<file path="config.mk">
export PLATFORM = sky130hd
export DESIGN_NAME = kmeans_centroid_sched_flat
export DESIGN_NICKNAME = d
export VERILOG_FILES = /design/src/rtl/kmeans_centroid_sched_if.sv /design/src/rtl/kmeans_centroid_sched.sv /design/src/flat_wrapper.sv
export SDC_FILE = /design/constraint.sdc
export NUM_CORES = 1
export LEC_CHECK = 0
export CAP_MARGIN = 20
export CORE_AREA = 2 2 232 234
export DETAILED_ROUTE_END_ITERATION = 8
export DIE_AREA = 0 0 234 236
export GPL_ROUTABILITY_DRIVEN = 1
export PLACE_DENSITY = 0.82
export SLEW_MARGIN = 10
export SYNTH_ARGS = -nofsm -noshare
export SYNTH_HDL_FRONTEND = slang
export SYNTH_SLANG_ARGS = --single-unit
</file>
<file path="constraint.sdc">
create_clock -name clk -period 42.2 [get_ports clk]
set_clock_uncertainty 0.05 [all_clocks]
set_input_delay 8.44 -clock clk [delete_from_list [all_inputs] [get_ports clk]]
set_output_delay 8.44 -clock clk [all_outputs]
set_load 0.02 [all_outputs]
</file>
<file path="src/rtl/kmeans_centroid_sched_if.sv">
// Handshake and data bundle between the k-means sequencer and the centroid-update scheduler.
interface kmeans_centroid_sched_if #(
    parameter int SUMW = 16,
    parameter int CNTW = 6
);
    logic              start;
    logic [7*SUMW-1:0] sum_x;
    logic [7*SUMW-1:0] sum_y;
    logic [7*SUMW-1:0] sum_z;
    logic [7*CNTW-1:0] cnt;
    logic              init_we;
    logic [2:0]        init_sel;
    logic [7:0]        init_x;
    logic [7:0]        init_y;
    logic [7:0]        init_z;
    logic [55:0]       cx;
    logic [55:0]       cy;
    logic [55:0]       cz;
    logic              busy;
    logic              done;

    modport master (
        output start, sum_x, sum_y, sum_z, cnt,
        output init_we, init_sel, init_x, init_y, init_z,
        input  cx, cy, cz, busy, done
    );

    modport slave (
        input  start, sum_x, sum_y, sum_z, cnt,
        input  init_we, init_sel, init_x, init_y, init_z,
        output cx, cy, cz, busy, done
    );
endinterface

</file>
<file path="src/rtl/kmeans_centroid_sched.sv">
// Centroid-update scheduler: snapshots 7 clusters of sums/counts and computes all 21 means
// through one shared restoring divider, writing saturated 8-bit results into the centroid file.
module kmeans_centroid_sched #(
    parameter int SUMW = 16,
    parameter int CNTW = 6
) (
    input logic                     clk,
    input logic                     rst,
    kmeans_centroid_sched_if.slave  bus
);
    localparam int BW = $clog2(SUMW);

    typedef enum logic [2:0] {IDLE, CHECK, LOAD, DIV, WRITE, FINISH} state_t;

    state_t            state_q, state_d;
    logic [2:0]        k_q, k_d;
    logic [1:0]        a_q, a_d;
    logic [BW-1:0]     bit_q, bit_d;
    logic [SUMW-1:0]   div_q, div_d;
    logic [SUMW-1:0]   quo_q, quo_d;
    logic [CNTW:0]     rem_q, rem_d;
    logic [SUMW-1:0]   sx_q [7];
    logic [SUMW-1:0]   sx_d [7];
    logic [SUMW-1:0]   sy_q [7];
    logic [SUMW-1:0]   sy_d [7];
    logic [SUMW-1:0]   sz_q [7];
    logic [SUMW-1:0]   sz_d [7];
    logic [CNTW-1:0]   cnt_q [7];
    logic [CNTW-1:0]   cnt_d [7];
    logic [55:0]       cx_q, cx_d, cy_q, cy_d, cz_q, cz_d;

    logic [CNTW-1:0]   cur_cnt;
    logic [CNTW:0]     rem_sh;
    logic              rem_ge;
    logic [7:0]        res;

    // remainder stays below the divisor, so its low CNTW bits carry all information
    always_comb begin
        cur_cnt = cnt_q[k_q];
        rem_sh  = {rem_q[CNTW-1:0], div_q[bit_q]};
        rem_ge  = (rem_sh >= {1'b0, cur_cnt});
        res     = (|quo_q[SUMW-1:8]) ? 8'hFF : quo_q[7:0];
    end

    always_comb begin
        state_d = state_q;
        k_d     = k_q;
        a_d     = a_q;
        bit_d   = bit_q;
        div_d   = div_q;
        quo_d   = quo_q;
        rem_d   = rem_q;
        sx_d    = sx_q;
        sy_d    = sy_q;
        sz_d    = sz_q;
        cnt_d   = cnt_q;
        cx_d    = cx_q;
        cy_d    = cy_q;
        cz_d    = cz_q;

        unique case (state_q)
            IDLE: begin
                if (bus.start) begin
                    for (int unsigned i = 0; i < 7; i++) begin
                        sx_d[i]  = bus.sum_x[SUMW*i +: SUMW];
                        sy_d[i]  = bus.sum_y[SUMW*i +: SUMW];
                        sz_d[i]  = bus.sum_z[SUMW*i +: SUMW];
                        cnt_d[i] = bus.cnt[CNTW*i +: CNTW];
                    end
                    k_d     = '0;
                    a_d     = '0;
                    state_d = CHECK;
                end else if (bus.init_we && (bus.init_sel != 3'd7)) begin
                    cx_d[{bus.init_sel, 3'b000} +: 8] = bus.init_x;
                    cy_d[{bus.init_sel, 3'b000} +: 8] = bus.init_y;
                    cz_d[{bus.init_sel, 3'b000} +: 8] = bus.init_z;
                end
            end
            CHECK: begin
                if (cur_cnt == '0) begin
                    if (k_q == 3'd6) begin
                        state_d = FINISH;
                    end else begin
                        k_d = k_q + 3'd1;
                    end
                end else begin
                    a_d     = '0;
                    state_d = LOAD;
                end
            end
            LOAD: begin
                unique case (a_q)
                    2'd0:    div_d = sx_q[k_q];
                    2'd1:    div_d = sy_q[k_q];
                    default: div_d = sz_q[k_q];
                endcase
                rem_d   = '0;
                quo_d   = '0;
                bit_d   = BW'(SUMW - 1);
                state_d = DIV;
            end
            DIV: begin
                rem_d        = rem_ge ? (rem_sh - {1'b0, cur_cnt}) : rem_sh;
                quo_d[bit_q] = rem_ge;
                if (bit_q == '0) begin
                    state_d = WRITE;
                end else begin
                    bit_d = bit_q - BW'(1);
                end
            end
            WRITE: begin
                unique case (a_q)
                    2'd0:    cx_d[{k_q, 3'b000} +: 8] = res;
                    2'd1:    cy_d[{k_q, 3'b000} +: 8] = res;
                    default: cz_d[{k_q, 3'b000} +: 8] = res;
                endcase
                if (a_q < 2'd2) begin
                    a_d     = a_q + 2'd1;
                    state_d = LOAD;
                end else if (k_q < 3'd6) begin
                    k_d     = k_q + 3'd1;
                    state_d = CHECK;
                end else begin
                    state_d = FINISH;
                end
            end
            FINISH: begin
                state_d = IDLE;
            end
            default: begin
                state_d = IDLE;
            end
        endcase
    end

    always_ff @(posedge clk or posedge rst) begin
        if (rst) begin
            state_q <= IDLE;
            k_q     <= '0;
            a_q     <= '0;
            bit_q   <= '0;
            div_q   <= '0;
            quo_q   <= '0;
            rem_q   <= '0;
            sx_q    <= '{default: '0};
            sy_q    <= '{default: '0};
            sz_q    <= '{default: '0};
            cnt_q   <= '{default: '0};
            cx_q    <= '0;
            cy_q    <= '0;
            cz_q    <= '0;
        end else begin
            state_q <= state_d;
            k_q     <= k_d;
            a_q     <= a_d;
            bit_q   <= bit_d;
            div_q   <= div_d;
            quo_q   <= quo_d;
            rem_q   <= rem_d;
            sx_q    <= sx_d;
            sy_q    <= sy_d;
            sz_q    <= sz_d;
            cnt_q   <= cnt_d;
            cx_q    <= cx_d;
            cy_q    <= cy_d;
            cz_q    <= cz_d;
        end
    end

    assign bus.cx   = cx_q;
    assign bus.cy   = cy_q;
    assign bus.cz   = cz_q;
    assign bus.busy = (state_q != IDLE);
    assign bus.done = (state_q == FINISH);
endmodule

</file>
<file path="src/flat_wrapper.sv">
// flat-port wrapper written by rule: the top's interface ports become plain ports
module kmeans_centroid_sched_flat 
#(
    parameter int SUMW = 16,
    parameter int CNTW = 6
)
  (clk, rst, bus_start, bus_sum_x, bus_sum_y, bus_sum_z, bus_cnt, bus_init_we, bus_init_sel, bus_init_x, bus_init_y, bus_init_z, bus_cx, bus_cy, bus_cz, bus_busy, bus_done);
  kmeans_centroid_sched_if #(.SUMW(SUMW), .CNTW(CNTW)) bus_i ();
  input logic clk;
  input logic rst;
  input wire logic [$bits(bus_i.start)-1:0] bus_start;
  input wire logic [$bits(bus_i.sum_x)-1:0] bus_sum_x;
  input wire logic [$bits(bus_i.sum_y)-1:0] bus_sum_y;
  input wire logic [$bits(bus_i.sum_z)-1:0] bus_sum_z;
  input wire logic [$bits(bus_i.cnt)-1:0] bus_cnt;
  input wire logic [$bits(bus_i.init_we)-1:0] bus_init_we;
  input wire logic [$bits(bus_i.init_sel)-1:0] bus_init_sel;
  input wire logic [$bits(bus_i.init_x)-1:0] bus_init_x;
  input wire logic [$bits(bus_i.init_y)-1:0] bus_init_y;
  input wire logic [$bits(bus_i.init_z)-1:0] bus_init_z;
  output wire logic [$bits(bus_i.cx)-1:0] bus_cx;
  output wire logic [$bits(bus_i.cy)-1:0] bus_cy;
  output wire logic [$bits(bus_i.cz)-1:0] bus_cz;
  output wire logic [$bits(bus_i.busy)-1:0] bus_busy;
  output wire logic [$bits(bus_i.done)-1:0] bus_done;
  assign bus_i.start = bus_start;
  assign bus_i.sum_x = bus_sum_x;
  assign bus_i.sum_y = bus_sum_y;
  assign bus_i.sum_z = bus_sum_z;
  assign bus_i.cnt = bus_cnt;
  assign bus_i.init_we = bus_init_we;
  assign bus_i.init_sel = bus_init_sel;
  assign bus_i.init_x = bus_init_x;
  assign bus_i.init_y = bus_init_y;
  assign bus_i.init_z = bus_init_z;
  assign bus_cx = bus_i.cx;
  assign bus_cy = bus_i.cy;
  assign bus_cz = bus_i.cz;
  assign bus_busy = bus_i.busy;
  assign bus_done = bus_i.done;
  kmeans_centroid_sched #(.SUMW(SUMW), .CNTW(CNTW)) u_core (.clk(clk), .rst(rst), .bus(bus_i));
endmodule
</file>
* Word-level counts from Yosys, hierarchy flattened
Cells that the tools add are included.
** Word-level totals
- Word-level logic and storage cells :: 159
- Register bits :: 596
- Output and inout bits :: 170
- Input bits :: 409
** Cells by class
- Muxes and demuxes :: 59
- Reduce and logical (&&, ||, !) cells :: 20
- $add $sub $neg :: 6
- Bitwise gates (word level) :: 1
- Shift operators :: 6
- Order comparisons :: 6
- Eq/ne operators :: 23
** Operators with widths (count)
- two-way mux 56 bit :: 9
- bitwise mux 56 bit :: 6
- one-hot mux 56 bit (2 select lines) :: 3
- indexed part select 8 x 8 -> 56 bit :: 4
- binary-select mux 16 bit (select 3 bit) :: 3
- variable shift 8 x 8 -> 56 bit, first input constant :: 2
- two-way mux 16 bit :: 6
- one-hot mux 16 bit (2 select lines) :: 2
- two-way mux 3 bit :: 11
- binary-select mux 6 bit (select 3 bit) :: 1
- two-way mux 6 bit :: 3
- inequality test 2 bit, second input constant :: 9
- bitwise mux 16 bit :: 1
- negation 6 -> 8 bit :: 2
- AND reduction 4 bit :: 4
- one-hot mux 3 bit (5 select lines) :: 1
- one-hot mux 6 bit (2 select lines) :: 1
- inequality test 2 x 1 -> 1 bit, second input constant :: 5
- equality test 3 bit, second input constant :: 3
- one-hot mux 3 bit (3 select lines) :: 1
- two-way mux 8 bit :: 1
- one-hot mux 4 bit (2 select lines) :: 1
- OR reduction 8 bit :: 1
- greater-or-equal comparator 7 x 6 -> 1 bit :: 1
- other kinds (31) :: 40

* Longest topological paths before layout
Gate-level depths: netlist of the first run.
- Depth in word-level cells :: 7
- Depth in mapped cells :: 15
- Depth with buffers taken out :: 11

* Worst setup path after synthesis of the first run
Ideal clock, no wire load.
- Kind :: input -> register
- Start point :: in bus_init_sel[0]
- End point :: reg u_core.cy_q[0] (netlist: u_core.bus.cy[0])
- Data required time :: 42.013 ns
- Setup time :: 0.137 ns
- Data arrival time :: 10.259 ns
- Slack :: 31.755 ns
- Cell stages on the path :: 10
- Buffers on the path :: 2
- Cells stage by stage :: inv_1 -> ha_1 -> ha_1 -> clkbuf_1 -> nor4_2 -> a31oi_1 -> or2_2 -> clkbuf_1 -> nand2_1 -> o21ai_0
** On the way
- Cells in the longest elaborated chain, start to end :: 6
- Elaborated cells between the ends (all ways) :: 11
- Classes of those cells :: 1 x add/sub; 2 x eq/ne; 2 x shift; 4 x mux; 2 x reduce/logical
** Ends and longest elaborated chain
- from (decl) :: RTL line flat_wrapper.sv:17 : input wire logic [$bits(bus_i.init_sel)-1:0] bus_init_sel;
- negation 6 -> 8 bit :: RTL line kmeans_centroid_sched.sv:75 : cy_d[{bus.init_sel, 3'b000} +: 8] = bus.init_y;
- indexed part select 8 x 8 -> 56 bit / variable shift 8 x 8 -> 56 bit (equally long branches) :: RTL line kmeans_centroid_sched.sv:75
- bitwise mux 56 bit :: RTL line kmeans_centroid_sched.sv:75
- two-way mux 56 bit :: RTL line kmeans_centroid_sched.sv:73 : end else if (bus.init_we && (bus.init_sel != 3'd7)) begin
- two-way mux 56 bit :: RTL line kmeans_centroid_sched.sv:63 : if (bus.start) begin
- one-hot mux 56 bit (2 select lines) :: RTL line kmeans_centroid_sched.sv:61 : unique case (state_q)
- to (signal assigned) :: RTL line kmeans_centroid_sched.sv:165 : cy_q <= cy_d;
- to (decl) :: RTL line kmeans_centroid_sched.sv:30 : logic [55:0] cx_q, cx_d, cy_q, cy_d, cz_q, cz_d;
Parallel ways exist; a longest one is shown, timed or not. The select of a mux whose other input is x is not followed.
A chain may end at the register's enable or synchronous reset.

==> results of run 1 <==
[critical path, stage by stage]
cell	delay (ps)
clkdlybuf4s50_1	500
inv_8	600
buf_4	800
buf_4	490
buf_16	330
buf_4	740
[flip-flops by register name, indices dropped and copies added, names as in the netlist]
| register | cells |
|---|---|
| u_core.bit_q | 4 |
| u_core.k_q | 3 |
| u_core.bus.cy | 56 |
| u_core.cnt_q | 42 |
| u_core.bus.cx | 56 |
| u_core.div_q | 16 |
| u_core.rem_q | 6 |
| u_core.quo_q | 16 |
| u_core.sz_q | 112 |
| u_core.sx_q | 112 |
| u_core.sy_q | 112 |
| u_core.a_q | 2 |
| u_core.state_q | 3 |
| u_core.bus.cz | 56 |
[final cells by class]
cell class	instances	area, um^2	area share, %
multi-input combinational	1542	11920	33.09
clock buffer	87	1772	4.916
antenna	30	75.07	0.2083
sequential	596	14920	41.41
tap	696	870.8	2.416
clock inverter	23	331.6	0.9201
timing repair buffer	608	6067	16.84
inverter	18	75.07	0.2083
[logic make-up after synthesis]
| logic type | Yosys count | share of synthesized area [%] |
|---|---|---|
| adders and majority gates | 26 | 1.206 |
| muxes | 537 | 23.80 |
| and+or+nand+nor | 435 | 6.814 |
| AOI/OAI and AO/OA | 541 | 11.15 |
| xor gates and xnor gates | 3 | 0.09522 |
| buffers and inverters | 172 | 2.897 |
| DFF | 596 | 54.04 |
[power by group through the flow]
stage | logic (mW) | registers [mW] | clock network, mW
2_1_floorplan | 0.639 | 0.963 | 0
3_3_place_gp | 0.953 | 0.966 | 0
3_5_place_dp | 0.986 | 0.985 | 0
4_1_cts | 0.993 | 0.978 | 0.572
5_1_grt | 1.07 | 1.01 | 0.598
6_report | 0.999 | 0.982 | 0.566
[final timing paths]
kind	start	slack, ps	end
min reg2reg	u_core.bus.cx[14]	430	u_core.bus.cx[14]
min in group asynchronous	rst	8320	u_core.bus.cy[8]
max in group clk	bus_start	30930	u_core.sy_q[17]
min	u_core.bus.cx[14]	430	u_core.bus.cx[14]
max reg2reg	u_core.k_q[0]	38000	u_core.div_q[0]
max	rst	30690	u_core.cnt_q[11]
[cell usage in the layout, fill, tap and decap left out, types with 4 or more instances in the layout]
cell type and count:
bufinv_16 7, nor2_1 151, and3_1 7, clkinv_2 10, dfrtp_1 594, clkdlybuf4s50_1 578, a22oi_1 9, mux4_2 57
nor3_1 12, or2_2 13, o211ai_1 6, clkbuf_16 59, nand2b_1 5, a21o_1 4, o21ai_0 158, o2bb2ai_1 50
a21oi_1 266, diode_2 30, o221ai_1 5, inv_1 15, clkbuf_1 9, clkbuf_8 19, a31oi_1 9, nand2_1 193
buf_4 26, ha_1 25, o22ai_1 10, mux2i_1 96, nor2b_1 4, nand3b_1 6, mux2_2 384, nand3_1 13
[layer usage]
layer / track usage (%) / up-vias / wire length, um
met1: 39.17 / 10630 / 32310
met4: 17.91 / 20 / 5333
met2: 52.22 / 1116 / 43500
li1: - / 9390 / -
met5: 0 / - / 120
met3: 8.221 / 307 / 7709
[synth_stat cells (5+ instances only)]
library cell | count | share of area, %
nand2_1 | 193 | 2.6
nor3_1 | 13 | 0.24
nor2_1 | 151 | 2.1
buf_4 | 12 | 0.33
ha_1 | 25 | 1.1
nand3b_1 | 6 | 0.16
mux2_2 | 384 | 16
buf_2 | 45 | 0.82
nand3_1 | 13 | 0.24
o22ai_1 | 10 | 0.23
a21oi_1 | 266 | 4.8
nand2b_1 | 5 | 0.11
and3_1 | 7 | 0.16
o2bb2ai_1 | 50 | 1.6
o21ai_0 | 158 | 2.9
dfrtp_1 | 596 | 54
mux2i_1 | 96 | 3.5
a31oi_1 | 9 | 0.20
or2_2 | 13 | 0.29
mux4_2 | 57 | 4.7
clkbuf_1 | 87 | 1.2
o211ai_1 | 6 | 0.16
a22oi_1 | 9 | 0.24
nor2b_1 | 5 | 0.11
inv_1 | 16 | 0.22
o221ai_1 | 5 | 0.16
[metrics by stage]
step / util, % / std cells / hold slack (ps) / total power, mW / setup slack [ps]
global route: 67.89 / 3596 / 452.8 / 2.672 / 30160
finish: 67.91 / 3600 / 429.0 / 2.547 / 30690
global placement: 63.68 / 3457 / 408.9 / 1.919 / 29810
CTS: 67.64 / 3567 / 432.9 / 2.543 / 30350
floorplan: - / 2310 / 394.6 / 1.602 / 17030
detailed placement: 63.68 / 3457 / 419.9 / 1.971 / 29640
==> impl_table.tex, run 1 <==
\begin{tabular}{lr}
\hline
Metric & Value \\
\hline
\multicolumn{2}{l}{\textbf{Timing}} \\
Number of pins with negative max-slew slack in the final report & 0 \\
Setup TNS after final layout & 0 ps \\
Maximum operating frequency & 0.08690 GHz \\
Min cycle time layout & 11510 ps \\
Remaining max-slew budget at the tightest pin & 7.080\% \\
Least-Margin Pin Slew & 1394 ps \\
Count of final setup violators & 0 \\
Final hold violation count & 0 \\
Final worst-path cycle share & 27.27\% \\
Unrepaired setup endpoints after global routing & false \\
\multicolumn{2}{l}{\textbf{Floorplan}} \\
Num ports & 579 \\
Die boundary height & 236 um \\
Die outline area & 0.05522 mm\^{}2 \\
Die outline width & 234 um \\
Area inside the core boundary & 0.05307 mm\^{}2 \\
Standard-cell rows & 85 \\
Initial Util & 52.01\% \\
\multicolumn{2}{l}{\textbf{Synthesis}} \\
EDFF count, synth & 0 \\
Yosys Warn Count & 0 \\
Proportion of synthesized flip-flops having asynchronous set or reset & 100.0\% \\
Average instance area after synthesis & 11.95 um\^{}2 \\
Synth Register Bits & 596 \\
Synth Cell Area & 0.02760 mm\^{}2 \\
Count of cell types in the netlist & 70 \\
Post-Synthesis Net Count & 2745 \\
Top\_reg\_cell synth & dfrtp\_1 \\
Synth Instances & 2310 \\
Sequential fraction of the synthesis area & 54.04\% \\
\multicolumn{2}{l}{\textbf{Clocking}} \\
Deepest clock path buffer count & 3 \\
CTS root buf & clkbuf\_16 \\
TritonCTS sink count & 596 \\
Number of H-tree levels & 2 \\
Clock buffer count from CTS & 59 \\
Insertion delay of the later-clocked pin in the worst-skew pair & 650 ps \\
Count of hold buffers inserted by post-cts repair & 0 \\
Resized Gates After CTS & 0 \\
Reg clk slew, reported paths & 60 ps \\
CTS tree & done \\
Setup Buffers After CTS & 0 \\
\multicolumn{2}{l}{\textbf{Power}} \\
Reported leakage power & 14.70 nW \\
Peak ir drop on the vdd network & 0.00004157 V \\
Fraction of power consumed by the clock network & 22.2\% \\
Sequential power share & 38.6\% \\
Switching power total & 901.2 uW \\
Share of power burned in combinational logic & 39.2\% \\
Total internal power & 1.646 mW \\
Power density over the cells & 70.68 mW/mm\^{}2 \\
Switching part of the total power & 35.38\% \\
\multicolumn{2}{l}{\textbf{Worst hold path}} \\
Min-Delay Path Depth & 2 \\
Path class of the lowest-slack min-delay path & reg -> reg \\
\multicolumn{2}{l}{\textbf{Setup path}} \\
Data required time at the worst endpoint & 42790 ps \\
Crit Path Category & in -> async \\
CP endpoint kind & asynchronous set/reset pin \\
Crit path max fanout & 130 \\
Startpoint kind of the worst setup timing path & input pin \\
Worst reg-to-reg path cell count & 7 \\
Critical Path AT & 12100 ps \\
\multicolumn{2}{l}{\textbf{Placed design}} \\
Total half-perimeter wirelength after legalization and detailed placement & 63.52 mm \\
Standard cell area after detailed placement & 0.03379 mm\^{}2 \\
Routability-driven placement congestion ratio & 0.9322 \\
Count of input and output buffers & 578 \\
\multicolumn{2}{l}{\textbf{Global routing}} \\
Global-route usage over all layers & 32.20\% \\
Overflow left after global routing & 0 \\
Vias in the first global route & 22110 \\
Pin count of the biggest net entering global routing & 202 \\
Global-route wire length before repair & 133.4 mm \\
Number of antenna violations at the first check in global routing & 37 \\
\multicolumn{2}{l}{\textbf{Outcome}} \\
Status & finished, final reports clean \\
\multicolumn{2}{l}{\textbf{Detailed routing}} \\
Vias/cell & 5.963 \\
Total iterations of the first detailed-routing run & 8 \\
Remaining antenna violation count after routing & 0 \\
Final WL & 88.97 mm \\
Starting DRT DRC Count & 1934 \\
Count of unresolved DRC violations after routing & 0 \\
Routed wirelength normalized by instance count & 24.71 um \\
Via count & 21470 \\
\multicolumn{2}{l}{\textbf{Cells and area}} \\
Post-layout nets & 3260 \\
Layout Area Growth over Synthesis & 30.57\% \\
Share of final-layout standard cells stronger than drive strength 1 & 21.09\% \\
Cell area after layout & 0.03604 mm\^{}2 \\
Filler cell count & 3735 \\
\multicolumn{2}{l}{\textbf{Run}} \\
Max Cap Viol & 0 \\
\hline
\end{tabular}
Note: power is estimated with default switching activity, not from simulation.
==> run 2: changes to the inputs <==
--- a/config.mk
+++ b/config.mk
@@ -6,11 +6,11 @@
 export NUM_CORES = 1
 export LEC_CHECK = 0
 export CAP_MARGIN = 20
-export CORE_AREA = 2 2 232 234
+export CORE_AREA = 2 2 234 236
 export DETAILED_ROUTE_END_ITERATION = 8
-export DIE_AREA = 0 0 234 236
+export DIE_AREA = 0 0 236 238
 export GPL_ROUTABILITY_DRIVEN = 1
-export PLACE_DENSITY = 0.82
+export PLACE_DENSITY = 0.8
 export SLEW_MARGIN = 10
 export SYNTH_ARGS = -nofsm -noshare
 export SYNTH_HDL_FRONTEND = slang
==> constraint.sdc (replaced) <==
create_clock -name clk -period 11.05 [get_ports clk]
set_clock_uncertainty 0.05 [all_clocks]
set_input_delay 2.21 -clock clk [delete_from_list [all_inputs] [get_ports clk]]
set_output_delay 2.21 -clock clk [all_outputs]
set_load 0.02 [all_outputs]
==> impl_table.tex, run 2 (synthesis gave the netlist of run 1 again) <==
\begin{tabular}{lr}
\hline
Metric & Value \\
\hline
\multicolumn{2}{l}{\textbf{Outcome}} \\
Status & finished, final reports clean \\
\multicolumn{2}{l}{\textbf{Placed design}} \\
Standard cell area after detailed placement & 0.03380 mm\^{}2 (about the same) \\
Total half-perimeter wirelength after legalization and detailed placement & 63.20 mm (-0.50\%) \\
Count of input and output buffers & 578 (unchanged) \\
Routability-driven placement congestion ratio & 0.9788 (+5.0\%) \\
\multicolumn{2}{l}{\textbf{Global routing}} \\
Number of antenna violations at the first check in global routing & 47 (+27\%) \\
Pin count of the biggest net entering global routing & 206 (+2.0\%) \\
Global-route wire length before repair & 132.5 mm (-0.68\%) \\
Overflow left after global routing & 0 (unchanged) \\
Vias in the first global route & 22090 (-0.11\%) \\
Global-route usage over all layers & 31.07\% (-1.1 points) \\
\multicolumn{2}{l}{\textbf{Setup path}} \\
Crit Path Category & in -> reg \\
Startpoint kind of the worst setup timing path & input pin \\
Critical Path AT & 5460 ps (-6640 ps) \\
Reg-to-Reg End & u\_core.quo\_q[12] \\
Data required time at the worst endpoint & 11520 ps (-31270 ps) \\
CP endpoint kind & flip-flop \\
Worst reg-to-reg path cell count & 11 (+4) \\
Reg-to-reg slack, setup & 6830 ps (-31170 ps) \\
Start of the worst register-to-register path & u\_core.k\_q[0] \\
Crit path max fanout & 205 (+58\%) \\
\multicolumn{2}{l}{\textbf{Power}} \\
Reported leakage power & 14.69 nW (about the same) \\
Power density over the cells & 268.6 mW/mm\^{}2 (+280\%) \\
Peak ir drop on the vdd network & 0.0001924 V (+360\%) \\
\multicolumn{2}{l}{\textbf{Clocking}} \\
Count of hold buffers inserted by post-cts repair & 0 (unchanged) \\
CTS tree & done \\
Clock buffer count from CTS & 60 (+1.7\%) \\
Reg clk slew, reported paths & 60 ps (about the same) \\
Number of H-tree levels & 2 (unchanged) \\
Resized Gates After CTS & 0 (unchanged) \\
TritonCTS sink count & 596 (unchanged) \\
CTS root buf & clkbuf\_16 \\
Insertion delay of the later-clocked pin in the worst-skew pair & 640 ps (about the same) \\
Deepest clock path buffer count & 3 (unchanged) \\
Setup Buffers After CTS & 0 (unchanged) \\
\multicolumn{2}{l}{\textbf{Worst hold path}} \\
Min-Delay Path Depth & 2 (unchanged) \\
Hold path startpoint & u\_core.bus.cy[23] \\
Path class of the lowest-slack min-delay path & reg -> reg \\
Endpoint of the worst hold path & u\_core.bus.cy[23] \\
\multicolumn{2}{l}{\textbf{Cells and area}} \\
Leading cell type in the layout, fill and taps excluded & dfrtp\_1 \\
Post-layout nets & 3257 (-0.092\%) \\
Layout Area Growth over Synthesis & 30.57\% (unchanged) \\
Largest registers ranked by flip-flop count & u\_core.sx\_q (112), u\_core.sy\_q (112), u\_core.sz\_q (112) \\
Filler cell count & 3902 (+4.5\%) \\
Cell area after layout & 0.03604 mm\^{}2 (unchanged) \\
Share of final-layout standard cells stronger than drive strength 1 & 20.95\% (-0.13 points) \\
Commonest cells after routing, fill and taps aside & 594 x dfrtp\_1, 578 x clkdlybuf4s50\_1, 384 x mux2\_2, 266 x a21oi\_1, 193 x nand2\_1 \\
\multicolumn{2}{l}{\textbf{Run}} \\
Max Cap Viol & 0 (unchanged) \\
\multicolumn{2}{l}{\textbf{Timing}} \\
Min cycle time layout & 4988 ps \\
Remaining max-slew budget at the tightest pin & 19.12\% (+12 points) \\
Final hold violation count & 0 (unchanged) \\
Number of pins with negative max-slew slack in the final report & 0 (unchanged) \\
Maximum operating frequency & 0.2005 GHz \\
Setup TNS after final layout & 0 ps (unchanged) \\
Least-Margin Pin Slew & 1213 ps (-180.7 ps) \\
Final worst-path cycle share & 45.14\% \\
Unrepaired setup endpoints after global routing & false \\
Count of final setup violators & 0 (unchanged) \\
\multicolumn{2}{l}{\textbf{Floorplan}} \\
Area inside the core boundary & 0.05350 mm\^{}2 (+0.80\%) \\
Standard-cell rows & 85 (unchanged) \\
Num ports & 579 (unchanged) \\
Die outline width & 236 um (+0.85\%) \\
Die outline area & 0.05617 mm\^{}2 (+1.7\%) \\
Initial Util & 51.59\% (-0.41 points) \\
Die boundary height & 238 um (+0.85\%) \\
\multicolumn{2}{l}{\textbf{Detailed routing}} \\
Vias/cell & 5.962 (about the same) \\
Remaining antenna violation count after routing & 0 (unchanged) \\
Final WL & 88.03 mm (-1.1\%) \\
Routed wirelength normalized by instance count & 24.43 um (-1.1\%) \\
Count of unresolved DRC violations after routing & 0 (unchanged) \\
Total iterations of the first detailed-routing run & 7 (-1) \\
Starting DRT DRC Count & 1761 (-8.9\%) \\
Via count & 21480 (+0.061\%) \\
\hline
\end{tabular}
-- run 2: cell count changes in the layout (fill, tap and decap cells not counted), moves of 2 or more --
| cell | change |
|---|---|
| buf_4 | -6 |
| clkbuf_8 | -5 |
| diode_2 | +4 |
| buf_12 | +3 |
| clkbuf_1 | +3 |
| clkinv_2 | +3 |
| clkinv_4 | +2 |
-- run 2: final cells by class --
type	instances	area (um^2)	area share, %
repair buffers	604	6071	16.85
inverters	18	71.32	0.1979
well taps	696	870.8	2.416
flip-flops and latches	596	14920	41.41
clock inverters	27	354.1	0.9826
diodes	34	85.08	0.2361
clock buffers	86	1739	4.826
multi-input cells	1542	11920	33.09
-- run 2: layer usage --
metal / track usage, % / routed length (um) / vias up
li1: - / - / 9395
met1: 36.97 / 32410 / 10690
met2: 50.93 / 42630 / 1086
met3: 8.052 / 7746 / 286
met4: 18.97 / 5077 / 28
met5: 0 / 174 / -
-- run 2: per-stage QoR --
step	instances	util (%)	setup slack [ps]	hold WS, ps	total power [mW]
after global placement	3453	63.18	5672	406.7	7.324
final	3603	67.37	6062	428.2	9.680
after global routing	3598	67.34	5960	453.0	10.15
after detailed placement	3453	63.18	5555	419.9	7.510
after CTS	3566	67.09	6218	433.4	9.675
after floorplan	2310	-	662.7	394.6	6.119
-- run 2: power by group --
part	switching, mW	total (mW)	internal (mW)
Combinational	1.93	3.82	1.88
Sequential	0.598	3.71	3.12
Clock	0.888	2.15	1.26
-- run 2: worst max-delay path by stage --
stage                     from                to  slack (ps)  cells after the start
6_report             bus_start    u_core.sx_q[3]        6060                      6
5_1_grt        bus_init_sel[0]  u_core.bus.cy[5]        5960                      9
4_1_cts        bus_init_sel[0]  u_core.bus.cz[1]        6220                      9
3_5_place_dp   bus_init_sel[0]  u_core.bus.cz[1]        5560                      9
3_3_place_gp         bus_start   u_core.sx_q[17]        5670                      6
2_1_floorplan              rst     u_core.a_q[0]         660                      1
-- run 2: worst max-delay path, stage by stage --
cell and delay, ps:
clkdlybuf4s50_1 550, inv_1 120, nor2_4 150, buf_12 630, buf_4 1000, mux2_2 440
==> edit: new RTL, flow settings as in run 2 <==
Reset style: synchronous (`rst`), changed in one clocked block.
--- a/src/rtl/kmeans_centroid_sched.sv
+++ b/src/rtl/kmeans_centroid_sched.sv
@@ -133,7 +133,7 @@
         endcase
     end
 
-    always_ff @(posedge clk or posedge rst) begin
+    always_ff @(posedge clk) begin
         if (rst) begin
             state_q <= IDLE;
             k_q     <= '0;
Check against the original RTL: not settled (the Yosys comparison gave no result); the edit may change what the design does.
==> edit against run 2 <==
- synthesized area shrank 4.5%
- worst hold slack lost 0.026 ns
- sequential cell count is the same
- cell area shrank 5.3%
- setup slack lost 0.11 ns
- routed wire length grew 7.8%
- critical path type unchanged
Power is not compared: it rests on default switching activity, and its combinational part moved more than twofold at a synthesized area within 25%.
==> edit: results (changes against run 2) <==
Outcome:
- Status: finished clean (unchanged).

Logic synthesis:
- Ranking of synthesized cells by area: dfxtp_1 (45%), nand2_1 (12%), a21oi_1 (9.1%) (was dfrtp_1 (54%), mux2_2 (16%), a21oi_1 (4.8%)).
- The post-synthesis share of cell area spent on full adders, half adders and majority gates came to 0.0122 (was 0.0121).
- Top post-synthesis cells by count: nand2_1 (808), dfxtp_1 (596), a21oi_1 (480) (was dfrtp_1 (596), mux2_2 (384), a21oi_1 (266)).
- The fraction of the mapped netlist area in compound gates is 0.215 (was 0.111).
- The post-synthesis net count came to 3707 (was 2745).
- The async set-reset flop share out of synthesis is 0 (was 1.00).
- The fraction of synthesized cell area in xor and xnor cells is 0.00166 (was 0.000952).
- The count of cell types in the netlist is 69 (was 70).

Global routing:
- The largest net degree at the start of global routing is 226 (was 206).
- The met1 routing resource usage after global routing came to 0.393 (was 0.370).
- The aggregate global-route resource usage is 0.322 (was 0.311).
- The initial antenna violation count came to 2 (was 47).
- The global-route wire length before repair is 140 mm (was 132 mm).
- The global routing usage on met2 is 0.542 (was 0.509).

Placement:
- The setup slack at placement is 5.06 ns (was 5.56 ns).
- The cell area after placement came to 0.0322 sq mm (was 0.0338 sq mm).
- The last weighted congestion value of the routability-driven placer is 0.964 (was 0.979).
- The cell count after placement is 4311 (was 3453).

Setup path:
- The end of the worst register-to-register path is u_core.rem_q[3] (was u_core.quo_q[12]).
- The data arrival at the endpoint of the critical path was 5.58 ns (was 5.46 ns).
- The cell with the largest stage delay on the worst path is nor4_4 (was buf_4).
- The highest net fanout along the worst path is 17 (was 205).
- The setup slack of the most critical reg-to-reg path is 6.59 ns (was 6.83 ns).
- The delay of the slowest cell on the worst path was 0.85 ns (was 1.00 ns).
- The kind of cell adding the most delay to the critical path is simple AND/OR/NAND/NOR gates (was buffers and inverters).
- The startpoint of the most critical register-to-register path is u_core.k_q[1] (was u_core.k_q[0]).

Final layout:
- The proportion of layout cells with a drive suffix above 1 is 0.0644 (was 0.210).
- The final net count is 4113 (was 3257).
- The non-filler instance count after layout came to 4425 (was 3603).
- The footprint of the flip-flops and latches is 0.0119 sq mm (was 0.0149 sq mm).

Hold path:
- The endpoint of the worst hold-timing path was u_core.cnt_q[41] (was u_core.bus.cy[23]).
- The worst min-delay path startpoint was u_core.cnt_q[41] (was u_core.bus.cy[23]).

Detailed routing:
- The met2 routed wirelength is 44.9 mm (was 42.6 mm).
- The routed length on met3 was 8.39 mm (was 7.75 mm).
- The final routed wire length divided by cell count is 21.4 um (was 24.4 um).
- The routed via count is 26.0k (was 21.5k).
- The violation count after the first detailed-routing iteration is 2818 (was 1761).
edit: layout make-up:
| class | instances | area share |
|---|---|---|
| multi-input combinational | 2396 | 0.389 |
| sequential | 596 | 0.350 |
| timing repair buffer | 608 | 0.177 |
| clock buffer | 93 | 0.0518 |
| tap | 696 | 0.0255 |
| clock inverter | 16 | 0.00491 |
| inverter | 17 | 0.00187 |
| antenna | 3 | 0.000220 |
edit: cell families (layout without fill, tap and decap cells):
logic type | Yosys count | count (layout)
buf+inv | 281 | 734
other cells | 0 | 3
xor+xnor | 5 | 5
mux | 167 | 167
flops | 596 | 596
compound gates | 894 | 894
simple gates | 1305 | 1305
fa+ha+maj | 25 | 25
edit: power by group:
part	internal [mW]	switching (mW)	total (mW)
registers	2.31	0.105	2.42
clock network	1.16	0.868	2.03
logic	0.389	0.594	0.983
edit: tightest hold or removal path, delay by kind of cell, from the launching register on:
kind,cells,cell delay (ns)
flip-flops,1,0.31
AND/OR/NAND/NOR,1,0.05
AO/OA/AOI/OAI,1,0.05
